`config.mk`:
```
export PLATFORM = sky130hd
export DESIGN_NAME = key_debounce_bank_flat
export DESIGN_NICKNAME = d
export VERILOG_FILES = /design/src/rtl/key_debounce_bank_if.sv /design/src/rtl/key_debounce_bank.sv /design/src/flat_wrapper.sv
export SDC_FILE = /design/constraint.sdc
export NUM_CORES = 1
export LEC_CHECK = 0
export ABC_AREA = 1
export CORE_UTILIZATION = 55
export CTS_BUF_LIST = sky130_fd_sc_hd__clkbuf_16
export DETAILED_ROUTE_END_ITERATION = 8
export PLACE_DENSITY = 0.79
export REMOVE_ABC_BUFFERS = 1
export SYNTH_ARGS = -nofsm -noshare
export SYNTH_HDL_FRONTEND = slang
export SYNTH_SLANG_ARGS = --single-unit
```
`constraint.sdc`:
```
create_clock -name clk -period 4.7 [get_ports clk]
set_input_delay 0.94 -clock clk [delete_from_list [all_inputs] [get_ports clk]]
set_output_delay 0.94 -clock clk [all_outputs]
set_load 0.01 [all_outputs]
```
`src/rtl/key_debounce_bank_if.sv`:
```
// Purpose : key pin / debounced level / event bundle for key_debounce_bank.
// Ports   : key_in (raw pins), key_out (clean levels), key_rise/key_fall
//           (one-cycle events per channel), key_any (OR of all events, delayed).
// Modports: master drives key_in and observes the rest; slave is the debouncer.
interface key_debounce_bank_if #(
  parameter int CH = 4
);
  logic [CH-1:0] key_in;
  logic [CH-1:0] key_out;
  logic [CH-1:0] key_rise;
  logic [CH-1:0] key_fall;
  logic          key_any;

  modport master (
    output key_in,
    input  key_out,
    input  key_rise,
    input  key_fall,
    input  key_any
  );

  modport slave (
    input  key_in,
    output key_out,
    output key_rise,
    output key_fall,
    output key_any
  );
endinterface

```
`src/rtl/key_debounce_bank.sv`:
```
// Purpose : CH independent push-button debouncers with press/release events.
// Latency : key_out/key_rise/key_fall change DELAY+3 cycles after key_in; key_any one later.
// Backpr. : none; events are single-cycle pulses, never stretched or queued.
// Ports   : clk, rst (async, active-high), bus (slave modport): key_in in,
//           key_out/key_rise/key_fall/key_any out.
module key_debounce_bank #(
  parameter int   CH       = 4,
  parameter int   DELAY    = 5000000,
  parameter int   CNT_W    = 23,
  parameter logic INIT_LVL = 1'b1
) (
  input  logic                clk,
  input  logic                rst,
  key_debounce_bank_if.slave  bus
);

  typedef enum logic [1:0] {
    ST_LO = 2'd0,
    LO2HI = 2'd1,
    ST_HI = 2'd2,
    HI2LO = 2'd3
  } state_t;

  localparam state_t          ST_INIT  = INIT_LVL ? ST_HI : ST_LO;
  localparam logic [CNT_W-1:0] CNT_LAST = CNT_W'(DELAY - 1);

  logic [CH-1:0]    s1;
  logic [CH-1:0]    s2;
  state_t           state     [CH];
  state_t           state_nxt [CH];
  logic [CNT_W-1:0] cnt       [CH];
  logic [CNT_W-1:0] cnt_nxt   [CH];
  logic [CH-1:0]    out_nxt;
  logic [CH-1:0]    rise_nxt;
  logic [CH-1:0]    fall_nxt;

  // Two-flop synchroniser; everything downstream looks at s2 only.
  always_ff @(posedge clk or posedge rst) begin
    if (rst) begin
      s1 <= {CH{INIT_LVL}};
      s2 <= {CH{INIT_LVL}};
    end else begin
      s1 <= bus.key_in;
      s2 <= s1;
    end
  end

  always_ff @(posedge clk or posedge rst) begin
    if (rst) begin
      for (int i = 0; i < CH; i++) begin
        state[i] <= ST_INIT;
        cnt[i]   <= '0;
      end
    end else begin
      for (int i = 0; i < CH; i++) begin
        state[i] <= state_nxt[i];
        cnt[i]   <= cnt_nxt[i];
      end
    end
  end

  // A reversal of s2 in a transition state returns to the old stable state,
  // so the next attempt starts counting from zero again.
  always_comb begin
    out_nxt  = '0;
    rise_nxt = '0;
    fall_nxt = '0;
    for (int i = 0; i < CH; i++) begin
      state_nxt[i] = state[i];
      cnt_nxt[i]   = cnt[i];
      case (state[i])
        ST_LO: begin
          if (s2[i]) begin
            state_nxt[i] = LO2HI;
            cnt_nxt[i]   = '0;
          end
        end
        LO2HI: begin
          if (!s2[i]) begin
            state_nxt[i] = ST_LO;
          end else if (cnt[i] == CNT_LAST) begin
            state_nxt[i] = ST_HI;
            rise_nxt[i]  = 1'b1;
          end else begin
            cnt_nxt[i] = cnt[i] + CNT_W'(1);
          end
        end
        ST_HI: begin
          if (!s2[i]) begin
            state_nxt[i] = HI2LO;
            cnt_nxt[i]   = '0;
          end
        end
        HI2LO: begin
          if (s2[i]) begin
            state_nxt[i] = ST_HI;
          end else if (cnt[i] == CNT_LAST) begin
            state_nxt[i] = ST_LO;
            fall_nxt[i]  = 1'b1;
          end else begin
            cnt_nxt[i] = cnt[i] + CNT_W'(1);
          end
        end
        default: begin
          state_nxt[i] = ST_INIT;
          cnt_nxt[i]   = '0;
        end
      endcase
      // Level follows the stable side of the FSM: old level held while pending.
      out_nxt[i] = (state_nxt[i] == ST_HI) || (state_nxt[i] == HI2LO);
    end
  end

  // Outputs are registered alongside the state so key_out and the event pulse
  // change on the same edge; key_any is a further register stage on top.
  always_ff @(posedge clk or posedge rst) begin
    if (rst) begin
      bus.key_out  <= {CH{INIT_LVL}};
      bus.key_rise <= '0;
      bus.key_fall <= '0;
      bus.key_any  <= 1'b0;
    end else begin
      bus.key_out  <= out_nxt;
      bus.key_rise <= rise_nxt;
      bus.key_fall <= fall_nxt;
      bus.key_any  <= |(bus.key_rise | bus.key_fall);
    end
  end

endmodule

```
`src/flat_wrapper.sv`:
```
// flat-port wrapper written by rule: the top's interface ports become plain ports
module key_debounce_bank_flat 
#(
  parameter int   CH       = 4,
  parameter int   DELAY    = 5000000,
  parameter int   CNT_W    = 23,
  parameter logic INIT_LVL = 1'b1
)
  (clk, rst, bus_key_in, bus_key_out, bus_key_rise, bus_key_fall, bus_key_any);
  key_debounce_bank_if #(.CH(CH)) bus_i ();
  input  logic clk;
  input  logic rst;
  input wire logic [$bits(bus_i.key_in)-1:0] bus_key_in;
  output wire logic [$bits(bus_i.key_out)-1:0] bus_key_out;
  output wire logic [$bits(bus_i.key_rise)-1:0] bus_key_rise;
  output wire logic [$bits(bus_i.key_fall)-1:0] bus_key_fall;
  output wire logic [$bits(bus_i.key_any)-1:0] bus_key_any;
  assign bus_i.key_in = bus_key_in;
  assign bus_key_out = bus_i.key_out;
  assign bus_key_rise = bus_i.key_rise;
  assign bus_key_fall = bus_i.key_fall;
  assign bus_key_any = bus_i.key_any;
  key_debounce_bank #(.CH(CH), .DELAY(DELAY), .CNT_W(CNT_W), .INIT_LVL(INIT_LVL)) u_core (.clk(clk), .rst(rst), .bus(bus_i));
endmodule
```
==> results, run 1 <==
- The transition time of the tightest slew-check pin is roughly 960 ps.
- The wire length per cell after detailed routing is 13.5 um.
- Synthesis inferred 121 register bits.
- By startpoint and endpoint, the worst setup path is classified as flip-flop to primary output.
- Counting I/O delays and the setup requirement, the final critical path takes ~2400 ps.
- The required time at the endpoint of the critical path is ~3800 ps.
- Setup violations remaining at the end of the flow were counted as 0.
- The placer congestion estimate is around 0.9.
- The area of the placeable core is between 10000 and 15000 sq um.
- The number of maximum-capacitance constraint violations is 0.
- After the last flow step, the layout net total stands at approximately 1100.
- The number of antenna violations at the first check in global routing is 0.
- In the synthesized netlist the async set-or-reset flop fraction comes to 100%.
- The max-slew violation total from the final report came to 0.
- Port buffering added 18 buffers.
- The post-route DRC violation count is 0.
- The post-placement setup slack is 2130 ps.
- In the post-synthesis netlist, the biggest area contributors are sky130_fd_sc_hd__dfrtp_1 (36%), sky130_fd_sc_hd__nand2_1 (20%), sky130_fd_sc_hd__nor2_1 (7.4%).
- Counting tap cells, the placed design contains a total of ~1200 instances.
- Setup repair after global routing left no endpoint under its margin.
- The TritonCTS clock tree is yes.
- The kind of end point of the critical path is a primary output.
- Of the post-synthesis cell area, the dominant cell type holds a little over a third.
- The vertical die dimension is 118 um.
- The number of global-route vias before repair is approximately 6400.
- The worst setup path is launched from a flip-flop.
- Of all nets on the critical path, the largest fanout is 1.
- 0 antenna diodes ended up in the layout.
- The share of the core filled with cells in the final layout is 63.6%.
- The maximum clock skew at final layout is approximately 9.5 ps.
- In the post-synthesis netlist, the cell with the most instances is sky130_fd_sc_hd__nand2_1.
- The worst slew margin relative to its limit is between 30% and 40%.
- The fraction of final layout cells with drive strength greater than 1 is 7.31%.
- Wires add up to 17100 um.
- Relative to the synthesized area, the layout overhead comes to 10.8%.
- The biggest area contributor in the post-synthesis netlist is sky130_fd_sc_hd__dfrtp_1.
- The slowest stage of the critical path is the sky130_fd_sc_hd__clkdlybuf4s50_1 cell.
- The via count is ~6900.
- The count of flip-flops with a built-in enable after synthesis is 0.
- The setup TNS is 0 ps.
- After detailed routing, the number of vias per cell comes to roughly 5.4.
- The worst path uses approximately half of the clock period.
- In this run the mean area of a mapped cell was roughly 6.9 sq um.
- Buffers inserted to repair hold after CTS numbered 0.
- Global routing consumed, over all layers together, a little over a quarter of the routing resources.
- The clock transition at the registers of the reported paths is 50 ps.
- Among all flip-flop cells after synthesis, the most frequent one is sky130_fd_sc_hd__dfrtp_1.
- The first global-routing pass estimated just under 30000 um of wire.
- For the worst setup path, the data arrival time is around 1500 ps.
- The clock passes through at most 2 buffers.
- Yosys mapped the design onto 32 distinct sky130hd cell types.
- The number of placement rows is between 40 and 50.
- Once the floorplan was initialized, standard cells occupied a little under three fifths of the core.
- The clock latency at the later pin of the worst-skew pair is roughly 400 ps.
- The total congestion overflow is 0.
- The first routing iteration left between 600 and 700 violations.
- Ranked by instance count, the synthesized netlist is headed by sky130_fd_sc_hd__nand2_1 (400), sky130_fd_sc_hd__nor2_1 (146), sky130_fd_sc_hd__dfrtp_1 (105).
- The hold violation total from the final report is 0.
- The number of sinks driven by the clock tree is 121.
- The power per unit of standard cell area is ~300 nW/um^2.
- The critical path goes through clkdlybuf4s50_1.
- The synthesized area is 7370 sq um.
- The cell family contributing the most delay on the critical path is buffers and inverters.
- Clock tree synthesis selected as its root buffer the cell sky130_fd_sc_hd__clkbuf_16.
- The horizontal die dimension is 118 um.
- IR analysis of the VDD net gives a maximum drop of approximately 0.29 mV.
- The synthesized netlist cell count is ~1100.
- Once routing completed, OpenROAD measured the worst setup slack at between 2000 and 2500 ps.
- The number of warnings printed during yosys synthesis is 0.
- The wire-length estimate of the detail-placed layout is approximately 11000 um.
- Entering global routing, the biggest net connects roughly 80 pins.
- The remaining number of nets flagged by the antenna check after routing is 0.
- The number of levels in the clock H-tree is 4.
- The full die area is ~14000 sq um.
- For this run, the slowest stage of the critical path takes 530 ps.
- In this run the static leakage power is 3.59 nW.
- After clock tree synthesis, the repair step resized 0 gates.
- The number of CTS-inserted buffers is 17.
- The worst hold path belongs to the class flip-flop to flip-flop.
- The maximum clock frequency is about 0.42 GHz.
- In this run the count of I/O pins placed on the die edge is 19.
- The share of synthesized area occupied by flip-flops and latches is between 40% and 50%.
- Together, buffers and inverters on the worst path number 1.
- The final instance count without filler cells is ~1300.
- The number of setup buffers added after CTS is 0.
- The first-pass detailed-route iteration total is 7.
- The flow ran to the end, and the final reports show no timing, DRC or antenna violations.
==> area by class of cell <==
| type | count | area (sq um) |
|---|---|---|
| inverter | 92 | 348 |
| timing repair buffer | 20 | 195 |
| clock buffer | 17 | 425 |
| tap | 172 | 215 |
| multi-input combinational | 829 | 3790 |
| fill | 1142 | 4660 |
| clock inverter | 15 | 141 |
| sequential | 121 | 3050 |
==> worst paths after layout <==
path,endpoint,cells after the start,from,slack (ps)
max in group asynchronous,u_core.s1[2]$_DFF_PP1_,3,rst,2650
setup / recovery,bus_key_out[2],1,u_core.bus.key_out[2]$_DFF_PP1_,2310
hold / removal,u_core.s2[2]$_DFF_PP1_,0,u_core.s1[2]$_DFF_PP1_,360
min in group asynchronous,u_core.cnt[2]$_DFFE_PP0P_,2,rst,1100
hold reg to reg,u_core.s2[2]$_DFF_PP1_,0,u_core.s1[2]$_DFF_PP1_,360
setup reg to reg,u_core.cnt[44]$_DFFE_PP0P_,9,u_core.state[2]$_DFF_PP0_,2320
==> metal layers <==
metal	part of all wire (%)	wire, um	vias to the layer above	GRT usage (%)
met1	46	7810	3187	35.3
met4	1.6	279	0	9.05
met2	48	8110	227	41.9
met3	5.1	862	33	5.77
li1	-	-	3442	-
met5	0	0	-	0
==> report_power, final <==
part / internal (mW) / switching (mW) / total [mW]
registers: 1.06 / 0.0300 / 1.09
logic: 0.0225 / 0.0687 / 0.0912
clock network: 0.813 / 0.448 / 1.26
total: 1.90 / 0.546 / 2.45
==> sequential cells by signal, indices dropped and copies added, names as in the netlist <==
signal and cells:
u_core.bus.key_any 1, u_core.bus.key_out 4, u_core.bus.key_rise 4, u_core.state 8, u_core.s2 4, u_core.cnt 92
u_core.s1 4, u_core.bus.key_fall 4
==> layout by cell type, fill, tap and decap left out, drive strengths merged, types with 2 or more instances in the layout <==
cell / netlist / routed
nand2: 405 / 405
nor2: 154 / 154
dfrtp: 105 / 105
inv: 92 / 94
nand3: 90 / 90
o21ai: 58 / 58
nand4: 45 / 45
o21bai: 20 / 20
xor2: 19 / 19
clkdlybuf4s50: 0 / 18
clkbuf: 2 / 17
dfstp: 16 / 16
or2: 11 / 11
clkinv: 0 / 10
nand3b: 8 / 8
and2: 6 / 6
ha: 4 / 4
nor3: 3 / 3
bufinv: 0 / 3
nor4: 2 / 2
a21oi: 2 / 2
buf: 24 / 2
==> per-stage QoR <==
step	hold WS [ps]	area (sq um)	power [mW]
5_1_grt	362	8160	2.54
6_report	355	8160	2.45
2_1_floorplan	345	7180	1.17
4_1_cts	357	8160	2.46
3_3_place_gp	347	7590	1.20
3_5_place_dp	349	7590	1.20
==> logic make-up (layout without fill, tap and decap cells) <==
family          Yosys count  after routing  share of synthesized area, %
compound gates           80             80                          6.17
xor+xnor                 20             20                          2.38
simple gates            725            725                          42.2
flops                   121            121                          41.4
buf+inv                 118            144                          7.20
fa+ha+maj                 4              4                         0.679
(Power assumes the default switching activity.)
==> run 2: changes to the inputs <==
Settings changed: PLACE_DENSITY 0.79 to 0.82.
Clock period 4.7 ns to 2.2 ns, I/O delays scaled along.
==> run 2 against run 1 <==
Net effect:
- via count rose by 0.64%
- combinational power rose to 2.7 times the previous value
- sequential cell count did not move
- worst hold slack got worse by 60 ps
- critical endpoint is now u_core.cnt[14]$_DFFE_PP0P_
- register-to-register slack got worse by 2100 ps
- non-clock buffer count rose by 13
- critical path type is now flip-flop to flip-flop
- sequential share of layout area fell by 0.52 points
- clock skew fell by 2.1 ps
- first-iteration DRC count fell by 2.1%
- die area did not move
==> results, run 2 (synthesized netlist as in run 1, its figures left out) <==
- Status: completed (unchanged).
- The maximum buffer depth of the clock tree is 2 (unchanged).
- The number of antenna violations at the first check in global routing came to 0 (unchanged).
- The number of maximum-capacitance constraint violations is 0 (unchanged).
- The pin count of the biggest net entering global routing is 46 (was 81).
- The number of levels in the clock H-tree is 4 (unchanged).
- The category of the critical setup timing path is flip-flop to flip-flop (was flip-flop to primary output).
- The kind of end point of the critical path is a flip-flop (was primary output).
- The remaining number of nets flagged by the antenna check after routing is 0 (unchanged).
- RSZ-0062 raised after global routing: no (unchanged).
- The vias per cell is 5.42 (was 5.44).
- The library cell used as clock root buffer is sky130_fd_sc_hd__clkbuf_16 (unchanged).
- The post-placement setup slack is 274 ps (was 2130 ps).
- The number of ports placed on the die boundary is 19 (unchanged).
- The sequential share of power came to 44.7% (about the same).
- The full die area was 13900 sq um (unchanged).
- The worst slew margin relative to its limit is 74.9% (was 36.1%).
- The wire length of the first global-routing pass is 29800 um (about the same).
- The area of the placeable core is 12800 sq um (unchanged).
- For this run, the top clock speed supported by timing is about 0.5 GHz.
- The synthesis-to-finish area growth is 12.3% (was 10.8%).
- The number of placement rows came to 41 (unchanged).
- The setup TNS is 0 ps (unchanged).
- The clock latency at the later pin of the worst-skew pair is 420 ps (was 410 ps).
- The total area of sequential cells is 3050 sq um (unchanged).
- The final non-filler cell area is 8280 sq um (was 8160 sq um).
- The clock transition at the registers of the reported paths is 60 ps (was 50 ps).
- Most used cells in the layout excluding fill and tap cells: sky130_fd_sc_hd__nand2_1 (400), sky130_fd_sc_hd__nor2_1 (146), sky130_fd_sc_hd__dfrtp_1 (105), sky130_fd_sc_hd__inv_1 (87), sky130_fd_sc_hd__nand3_1 (85) (unchanged).
- The post-placement cell count is 1247 (was 1234).
- The total congestion overflow is 0 (unchanged).
- The power per unit of standard cell area is 624 nW/um^2 (was 300 nW/um^2).
- The proportion of total power due to net switching is 23.2% (was 22.3%).
- The setup violation total in the final timing report is 0 (unchanged).
- Counting I/O delays and the setup requirement, the final critical path takes slightly below 2000 ps.
- The total wire length after detailed routing is 17300 um (was 17100 um).
- The post-route worst setup slack is 212 ps (was 2310 ps).
- The multi-input gate area in the final layout is 3790 sq um (about the same).
- The data arrival time of the critical path is 2280 ps (was 1450 ps).
- The post-placement cell area is 7730 sq um (was 7590 sq um).
- The detailed-placement wirelength estimate is 12000 um (was 11400 um).
- The placer congestion estimate is 0.937 (was 0.908).
- The switching power summed over all nets is 1.20 mW (was 0.546 mW).
- The total routing usage reported by global routing is 26.6% (was 26.3%).
- The largest voltage drop on the vdd net was 0.518 mV (was 0.286 mV).
- The horizontal die dimension was 118 um (unchanged).
- The layout filler cell count is 1115 (was 1142).
- The part of the total power dissipated in combinational logic was 4.8% (was 3.7%).
- The number of hold buffers added after CTS came to 0 (unchanged).
- The fraction of final layout cells with drive strength greater than 1 was 8.49% (was 7.31%).
- The largest fanout on the critical path is 25 (was 1).
- The class of the tightest hold or removal check is input port to asynchronous set/reset pin (was flip-flop to flip-flop).
- The final critical path takes up between 90 and 100% of the cycle.
- The part of the power in the clock network is 50.4% (was 51.6%).
- The number of antenna diodes came to 0 (unchanged).
- The worst hold-check slack is 295 ps (was 355 ps).
- The maximum clock skew at final layout is 7.38 ps (was 9.52 ps).
- Cell Chain, Critical Path: ha_2 -> nand3_1 -> nor2_1 -> nand3_2 -> nand2_4 -> buf_4 -> o21ai_0 (was clkdlybuf4s50_1).
- The post-route DRC violation count is 0 (unchanged).
- The flip-flop count of the largest register, all copies and words added is 92 (unchanged).
- The leakage power figure is 3.65 nW (was 3.59 nW).
- The layout net count is 1104 (was 1091).
- The number of sinks driven by the clock tree came to 121 (unchanged).
- The number of global-route vias before repair is 6430 (was 6385).
- The total internal power came to 3.96 mW (was 1.90 mW).
- The first-pass detailed-route iteration total came to 5 (was 7).
- The count of buffers inserted at the top-level ports is 18 (unchanged).
- The transition time of the tightest slew-check pin is 375 ps (was 958 ps).
- The TritonCTS clock tree is yes (unchanged).
- The via count is 6933 (was 6889).
- The wire length per cell after detailed routing is 13.5 um (about the same).
- Top flop regs: u_core.cnt x92, u_core.state x8 (unchanged).
- The hold violation total from the final report is 0 (unchanged).
- The starting DRC count in detailed routing is 618 (was 631).
- The number of CTS-inserted buffers is 17 (unchanged).
- The final instance count without filler cells was 1279 (was 1266).
- The kind of start point of the critical path is a flip-flop (unchanged).
- The effective utilization at floorplan is 57.4% (unchanged).
- The required time at the endpoint of the critical path came to 2490 ps (was 3760 ps).
- The max-slew violation total from the final report is 0 (unchanged).
- The delay of the slowest cell on the worst path is 430 ps (was 530 ps).
- The master of the slowest instance on the critical path is sky130_fd_sc_hd__dfrtp_1 (was sky130_fd_sc_hd__clkdlybuf4s50_1).
- The vertical die dimension is 118 um (unchanged).
- The most frequent standard cell in the layout excluding fill and tap cells is sky130_fd_sc_hd__nand2_1 (unchanged).
- The register name with the most flops is u_core.cnt (unchanged).
==> run 2: through the flow <==
stage	total power, mW	util [%]
after global placement	2.59	60.3
final	5.16	64.5
after global routing	5.35	64.5
after detailed placement	2.59	60.3
after CTS	5.20	64.5
after floorplan	2.49	-
==> run 2: final cells by class <==
cell class	count	share of cell area, %
tap	172	2.60
inverter	92	4.20
multi-input combinational	829	45.8
clock inverter	15	1.44
clock buffer	17	5.14
sequential	121	36.8
timing repair buffer	33	3.99
==> run 2: metal layers <==
metal	track usage, %	part of all wire (%)
met1	35.3	45
met2	42.7	48
met3	4.99	5.5
met4	10.8	1.7
met5	0	0
==> run 2: timing repair <==
item / 4_1_cts / 5_1_grt
hold endpoints to repair: 0 / 0
buffers inserted: 0 / 0
endpoints found under the setup margin: 0 / 6
gates resized for setup: 0 / 1
==> run 2: worst paths after layout <==
check	startpoint	endpoint	slack, ps	depth (start not counted)
worst max-delay path	u_core.cnt[0]$_DFFE_PP0P_	u_core.cnt[14]$_DFFE_PP0P_	210	7
worst min-delay path	rst	u_core.cnt[54]$_DFFE_PP0P_	300	2
min in group clk	u_core.s1[3]$_DFF_PP1_	u_core.s2[3]$_DFF_PP1_	360	0
worst max register to register	u_core.cnt[0]$_DFFE_PP0P_	u_core.cnt[14]$_DFFE_PP0P_	210	7
max in group asynchronous	rst	u_core.s1[2]$_DFF_PP1_	1300	3
worst min register to register	u_core.s1[3]$_DFF_PP1_	u_core.s2[3]$_DFF_PP1_	360	0
==> run 2: worst max-delay path: cells and delay by family (launching register included) <==
kind / cells / cell delay [ps]
simple gates: 4 / 780
flops: 1 / 430
fa+ha+maj: 1 / 300
buf+inv: 1 / 230
compound gates: 1 / 110
==> run 2: power by group through the flow <==
| stage | Clock [mW] | Combinational [mW] | Sequential, mW |
|---|---|---|---|
| 2_1_floorplan | 0 | 0.141 | 2.35 |
| 4_1_cts | 2.64 | 0.252 | 2.31 |
| 3_5_place_dp | 0 | 0.250 | 2.34 |
| 5_1_grt | 2.76 | 0.285 | 2.31 |
| 3_3_place_gp | 0 | 0.246 | 2.34 |
| 6_report | 2.60 | 0.250 | 2.31 |
